===== config.mk =====
export PLATFORM = sky130hd
export DESIGN_NAME = microseq
export DESIGN_NICKNAME = d
export VERILOG_FILES = /design/src/rtl/microseq_pkg.sv /design/src/rtl/microseq_seq_stack.sv /design/src/rtl/microseq.sv
export SDC_FILE = /design/constraint.sdc
export NUM_CORES = 1
export LEC_CHECK = 0
export BUFFER_PORTS_ARGS = -buffer_cell sky130_fd_sc_hd__buf_2
export CAP_MARGIN = 0
export CELL_PAD_IN_SITES_DETAIL_PLACEMENT = 0
export CELL_PAD_IN_SITES_GLOBAL_PLACEMENT = 1
export CORE_MARGIN = 1.5
export CORE_UTILIZATION = 48
export DETAILED_ROUTE_END_ITERATION = 7
export GPL_TIMING_DRIVEN = 0
export PLACE_DENSITY_LB_ADDON = 0.25
export SETUP_SLACK_MARGIN = 0.2
export SYNTH_ARGS = -nofsm -noshare
export SYNTH_HDL_FRONTEND = slang
export SYNTH_SLANG_ARGS = --single-unit

===== constraint.sdc =====
create_clock -name clk -period 4.8 [get_ports clk]
set_clock_uncertainty 0.1 [all_clocks]
set_input_delay 0.24 -clock clk [delete_from_list [all_inputs] [get_ports clk]]
set_output_delay 0.24 -clock clk [all_outputs]
set_load 0.01 [all_outputs]

===== src/rtl/microseq_pkg.sv =====
// Shared encodings for the micro-BESM sequencer: SQI instruction codes and
// the active-low source-enable pattern driven onto {pl_n, map_n, vect_n}.
package microseq_pkg;

  typedef enum logic [3:0] {
    JZ   = 4'd0,
    CJS  = 4'd1,
    JMAP = 4'd2,
    CJP  = 4'd3,
    PUSH = 4'd4,
    JSRP = 4'd5,
    CJV  = 4'd6,
    JRP  = 4'd7,
    RFCT = 4'd8,
    RPCT = 4'd9,
    CRTN = 4'd10,
    CJPP = 4'd11,
    LDCT = 4'd12,
    LOOP = 4'd13,
    CONT = 4'd14,
    TWB  = 4'd15
  } sqi_t;

  // Bit order is {pl_n, map_n, vect_n}; exactly one bit is low.
  typedef enum logic [2:0] {
    EN_PL   = 3'b011,
    EN_MAP  = 3'b101,
    EN_VECT = 3'b110
  } src_en_t;

endpackage


===== src/rtl/microseq_seq_stack.sv =====
// Subroutine/loop stack for microseq: DEPTH x W entries plus stack pointer,
// saturating on push-when-full and pop-when-empty.
module seq_stack
  import microseq_pkg::*;
#(
  parameter int unsigned W     = 12,
  parameter int unsigned DEPTH = 5
) (
  input  logic         clk,
  input  logic         reset_n,
  input  logic         push,
  input  logic         pop,
  input  logic         clear,
  input  logic [W-1:0] din,
  output logic [W-1:0] top,
  output logic         full
);

  localparam int unsigned SPW = $clog2(DEPTH + 1);
  localparam int unsigned IW  = (DEPTH > 1) ? $clog2(DEPTH) : 1;
  localparam logic [SPW-1:0] SP_FULL = SPW'(DEPTH);
  localparam logic [IW-1:0]  TOP_IDX = IW'(DEPTH - 1);

  logic [W-1:0]   mem_q [DEPTH];
  logic [W-1:0]   mem_d [DEPTH];
  logic [SPW-1:0] sp_q, sp_d;
  logic           full_q;

  always_comb begin
    mem_d = mem_q;
    sp_d  = sp_q;
    if (clear) begin
      sp_d = '0;
    end else if (push) begin
      // A push at full replaces the top entry instead of growing the stack.
      if (sp_q == SP_FULL) begin
        mem_d[TOP_IDX] = din;
      end else begin
        mem_d[IW'(sp_q)] = din;
        sp_d             = sp_q + SPW'(1);
      end
    end else if (pop) begin
      if (sp_q != '0) sp_d = sp_q - SPW'(1);
    end
  end

  // Empty stack exposes entry 0, i.e. the last value written there.
  assign top  = (sp_q == '0) ? mem_q[0] : mem_q[IW'(sp_q - SPW'(1))];
  assign full = full_q;

  always_ff @(posedge clk or negedge reset_n) begin
    if (!reset_n) begin
      for (int unsigned i = 0; i < DEPTH; i++) mem_q[i] <= '0;
      sp_q   <= '0;
      full_q <= 1'b0;
    end else begin
      mem_q  <= mem_d;
      sp_q   <= sp_d;
      full_q <= (sp_d == SP_FULL);
    end
  end

endmodule


===== src/rtl/microseq.sv =====
// Am2910-style microprogram sequencer: decodes SQI, selects the next
// micro-address y and maintains microPC, the R register/counter and the stack.
module microseq
  import microseq_pkg::*;
#(
  parameter int unsigned W     = 12,
  parameter int unsigned DEPTH = 5
) (
  input  logic         clk,
  input  logic         reset_n,
  input  logic [3:0]   sqi,
  input  logic [W-1:0] d,
  input  logic         cc_n,
  input  logic         ccen_n,
  input  logic         rld_n,
  input  logic         ci,
  output logic [W-1:0] y,
  output logic         full_n,
  output logic         pl_n,
  output logic         map_n,
  output logic         vect_n
);

  logic [W-1:0] upc_q, upc_d;
  logic [W-1:0] r_q, r_d;
  logic [W-1:0] top;
  logic         full;
  logic         pass, rz;
  logic         push, pop, clear, r_load, r_dec;
  src_en_t      en;

  assign pass = ccen_n | ~cc_n;
  assign rz   = (r_q == '0);

  always_comb begin
    y      = upc_q;
    push   = 1'b0;
    pop    = 1'b0;
    clear  = 1'b0;
    r_load = 1'b0;
    r_dec  = 1'b0;
    en     = EN_PL;
    case (sqi_t'(sqi))
      JZ:   begin y = '0; clear = 1'b1; end
      CJS:  if (pass) begin y = d; push = 1'b1; end
      JMAP: begin y = d; en = EN_MAP; end
      CJP:  if (pass) y = d;
      PUSH: begin push = 1'b1; r_load = pass; end
      JSRP: begin push = 1'b1; y = pass ? d : r_q; end
      CJV:  begin en = EN_VECT; if (pass) y = d; end
      JRP:  y = pass ? d : r_q;
      RFCT: if (!rz) begin y = top; r_dec = 1'b1; end else pop = 1'b1;
      RPCT: if (!rz) begin y = d; r_dec = 1'b1; end
      CRTN: if (pass) begin y = top; pop = 1'b1; end
      CJPP: if (pass) begin y = d; pop = 1'b1; end
      LDCT: r_load = 1'b1;
      LOOP: if (pass) pop = 1'b1; else y = top;
      CONT: ;
      TWB: begin
        // Counter expired: always pop; a failing condition exits to d.
        if (!rz) begin
          if (!pass) begin y = top; r_dec = 1'b1; end
          else pop = 1'b1;
        end else begin
          pop = 1'b1;
          if (!pass) y = d;
        end
      end
      default: ;
    endcase
  end

  assign {pl_n, map_n, vect_n} = en;
  assign full_n = ~full;

  always_comb begin
    upc_d = y + {{(W-1){1'b0}}, ci};
    if (!rld_n)      r_d = d;
    else if (r_load) r_d = d;
    else if (r_dec)  r_d = r_q - {{(W-1){1'b0}}, 1'b1};
    else             r_d = r_q;
  end

  always_ff @(posedge clk or negedge reset_n) begin
    if (!reset_n) begin
      upc_q <= '0;
      r_q   <= '0;
    end else begin
      upc_q <= upc_d;
      r_q   <= r_d;
    end
  end

  seq_stack #(
    .W     (W),
    .DEPTH (DEPTH)
  ) u_stack (
    .clk     (clk),
    .reset_n (reset_n),
    .push    (push),
    .pop     (pop),
    .clear   (clear),
    .din     (upc_q),
    .top     (top),
    .full    (full)
  );

endmodule

==> metrics.yaml <==
yosys:
  ys_seq_elements: 88
  synthSimpleGateAreaFrac: 0.174
  synth_edf_count: 0
  synth_top_area_cell: "dfrtp_1"
  syn_nets: 578
  synth-xor-area-share: 0.0351
  synthMuxAreaShare: 0.159
  yosysWarnings: 0
  synth-seq-area-share: 0.401
  synth-main-ff-cell: "dfrtp_1"
  synth_top_family_by_area: "simple AND/OR/NAND/NOR gates"
  synth_area_um2: 5490
  synth_cell_type_count: 73
  synthAdderAreaFrac: 0.0159
  synth.area.top_cells: "dfrtp_1 40%, mux2_2 10%, mux4_2 4.9%"
  async_flop_share: 1.00
  synth.avg_cell_area_um2: 10.0
  synth_top_area_frac: 0.401
  syn_inst: 549
  synth-compound-area-share: 0.169
route:
  avgViaCountPerCell: 6.27
  drc: 0
  drtAntennaViolNets: 0
  first_pass_iters: 5
  routed_wl_um: 16200
  post_drt_wl_per_cell_um: 21.8
  routed-via-count: 4659
  drt_iter0_drc: 526
critical_path:
  end_kind: "flip-flop"
  path_class: "flip-flop to flip-flop"
  timing.rr.end: "upc_q[11]"
  r2r_cells: 18
  required_ps: 4930
  path_max_fanout: 10
  crit_arrival_ps: 4440
  start_kind: "flip-flop"
  r2r_setup_slack_ps: 490
  r2r_start: "u_stack.sp_q[0]"
finish:
  fin_nets: 627
  drive_gt1_frac: 0.249
  fin_cells: 743
  area_delta_synth_final_pct: 13.6
  final_cell_area_um2: 6240
  antennaDiodeCount: 0
cts:
  cts-htree-levels: 3
  clock_latency_ps: 350
  clock-sinks: 88
  cts_tree: "done"
  cts_buffer_depth: 2
  clkSlewWorstSetupHoldPaths_ps: 60
  clockRootBuffer: "clkbuf_16"
  numCtsBuffers: 9
grt:
  grt_pass1_wl_um: 25400
  grtUsageTotal: 0.289
  grt_pass1_vias: 4518
  grt_max_degree: 69
  antenna_found_initial: 0
  globalRoute.totalOverflow: 0
power:
  switchingPower_uw: 1290
  power_density_nw_per_um2: 543
  clock_power_share: 0.213
  internal_power_uw: 2100
  pwr-share-comb: 0.420
  peakVddDrop_mv: 0.375
  power_uw: 3390
  cellLeakagePower_uw: 0.00274
  seqPwrFrac: 0.367
  power_switching_share: 0.381
place:
  dp_cells: 725
  gp_congestion: 0.912
  dpl-instance-area_um2: 5870
  io_buffers: 35
  hpwl_um: 11800
  dp_slack_ps: -630
timing:
  slew_viol_final: 0
  max_freq_mhz: 232
  setup_viol: 0
  tightest_slew_ps: 905
  rsz0062_at_grt: "no"
  min_period_ps: 4310
  hold_viol: 0
  tns_ps: 0
  period_share: 0.897
  setup_ws_ps: 492
  slew_headroom: 0.388
floorplanning:
  die_area_um2: 12100
  ios: 38
  die_w_um: 110
  core_area_um2: 11000
  initial_core_util: 0.500
  die-height_um: 110
  num_rows: 38
run_status:
  status: "complete, no violations"
hold_path:
  hp-class: "input port to flip-flop"
  min_from: "d[6]"
  min_path_cells: 3
  min_to: "r_q[6]"
job:
  drv_cap: 0
-- layer usage --
layer / GRT usage / vias to the layer above / wire length (um)
met3: 0.0400 / 31 / 1130
li1: - / 2132 / -
met2: 0.415 / 210 / 7100
met4: 0.117 / 0 / 390
met5: 0 / - / 0
met1: 0.436 / 2286 / 7590
-- cell usage after synthesis, drive strengths merged (3+ instances only) --
| cell type | n |
|---|---|
| o21a | 9 |
| xor2 | 9 |
| nor3 | 12 |
| a21oi | 14 |
| a31oi | 5 |
| nand3b | 4 |
| nand2b | 8 |
| a22oi | 5 |
| nor2 | 27 |
| nor2b | 9 |
| a22o | 3 |
| a32oi | 4 |
| mux4 | 12 |
| clkbuf | 17 |
| a21o | 3 |
| nand3 | 28 |
| o211ai | 6 |
| and3 | 15 |
| buf | 18 |
| nor4 | 6 |
| nand2 | 42 |
| o2111ai | 3 |
| ha | 7 |
| mux2i | 5 |
| nor3b | 4 |
| a221o | 3 |
| xnor2 | 13 |
| inv | 23 |
| mux2 | 49 |
| or3b | 3 |
| a221oi | 12 |
| and2 | 4 |
| dfrtp | 88 |
| a211o | 3 |
| o21ai | 42 |
-- worst max-delay path, stage by stage, from the launching register on --
cell and delay (ps):
dfrtp_1 400, buf_6 210, buf_6 190, inv_1 110, ha_1 260, xnor2_1 150, clkbuf_1 260, nor2_2 280
a221oi_1 140, nor2_1 230, a32oi_1 130, o2111ai_1 200, o21a_1 180, ha_1 200, a21boi_2 230, o2111ai_2 250
nor4b_4 370, nand3_1 130, xnor2_1 140
-- what timing repair did --
action,in CTS,in global routing
endpoints found under the hold margin,20,0
buffers inserted,1,0
endpoints found under the setup margin,18,4
hold buffers,1,0
pin swaps,1,1
gates resized for setup,8,10
-- power groups by stage --
stage	registers [uW]	logic, uW	clock network [uW]
2_1_floorplan	1160	999	0
5_1_grt	1280	1540	762
3_3_place_gp	1230	1340	0
4_1_cts	1240	1390	730
3_5_place_dp	1250	1360	0
6_report	1240	1420	723
-- layout by cell type, fill, tap and decap left out, types with 7 or more instances in the layout --
master     netlist  layout
nand2b_1         8       8
nor2_1          27      26
o21ai_0         40      40
clkbuf_16        0       9
nand3_1         28      28
mux2_2          49      49
ha_1             7       7
nor2b_1          9       8
a221oi_1        12      12
buf_2           13      45
clkbuf_1        17      15
nor3_1          11      11
o21a_1           9       9
mux4_2          12      12
dfrtp_1         88      88
nand2_1         42      41
and3_1          15      15
xor2_1           9       9
xnor2_1         13      13
inv_1           23      23
a21oi_1         14      14
-- worst max-delay path by stage --
stage          cells past startpoint             from  slack (ps)         to
2_1_floorplan                     18  u_stack.sp_q[0]         710  upc_q[11]
3_3_place_gp                      18  u_stack.sp_q[0]        -560  upc_q[11]
3_5_place_dp                      18  u_stack.sp_q[0]        -630  upc_q[11]
4_1_cts                           18  u_stack.sp_q[0]         200  upc_q[11]
5_1_grt                           18  u_stack.sp_q[0]         210  upc_q[11]
6_report                          18  u_stack.sp_q[0]         490  upc_q[11]
-- cells by family after synthesis --
logic type,after synthesis
compound gates,132
xor+xnor,22
fa+ha+maj,7
buf+inv,58
flops,88
mux,66
simple gates,176
-- stage by stage --
stage | util | hold WS (ps)
global placement | 0.532 | 365
finish | 0.568 | 10.4
floorplan | - | -156
CTS | 0.566 | 9.88
detailed placement | 0.535 | 66.4
global route | 0.568 | 16.9
-- area by class of cell --
class	count	area, um2
buffer	35	180
clock buffer	10	239
clock inverter	6	65.1
fill	984	4740
inverter	23	86.3
multi-input combinational	403	3070
sequential	88	2200
tap	140	175
timing repair buffer	38	223
-- registers in the layout, summed over array words and instances (netlist names) --
name,cells
u_stack.full,1
u_stack.sp_q,3
r_q,12
u_stack.mem_q,60
upc_q,12
No activity file was read; power rests on OpenSTA's default activity.
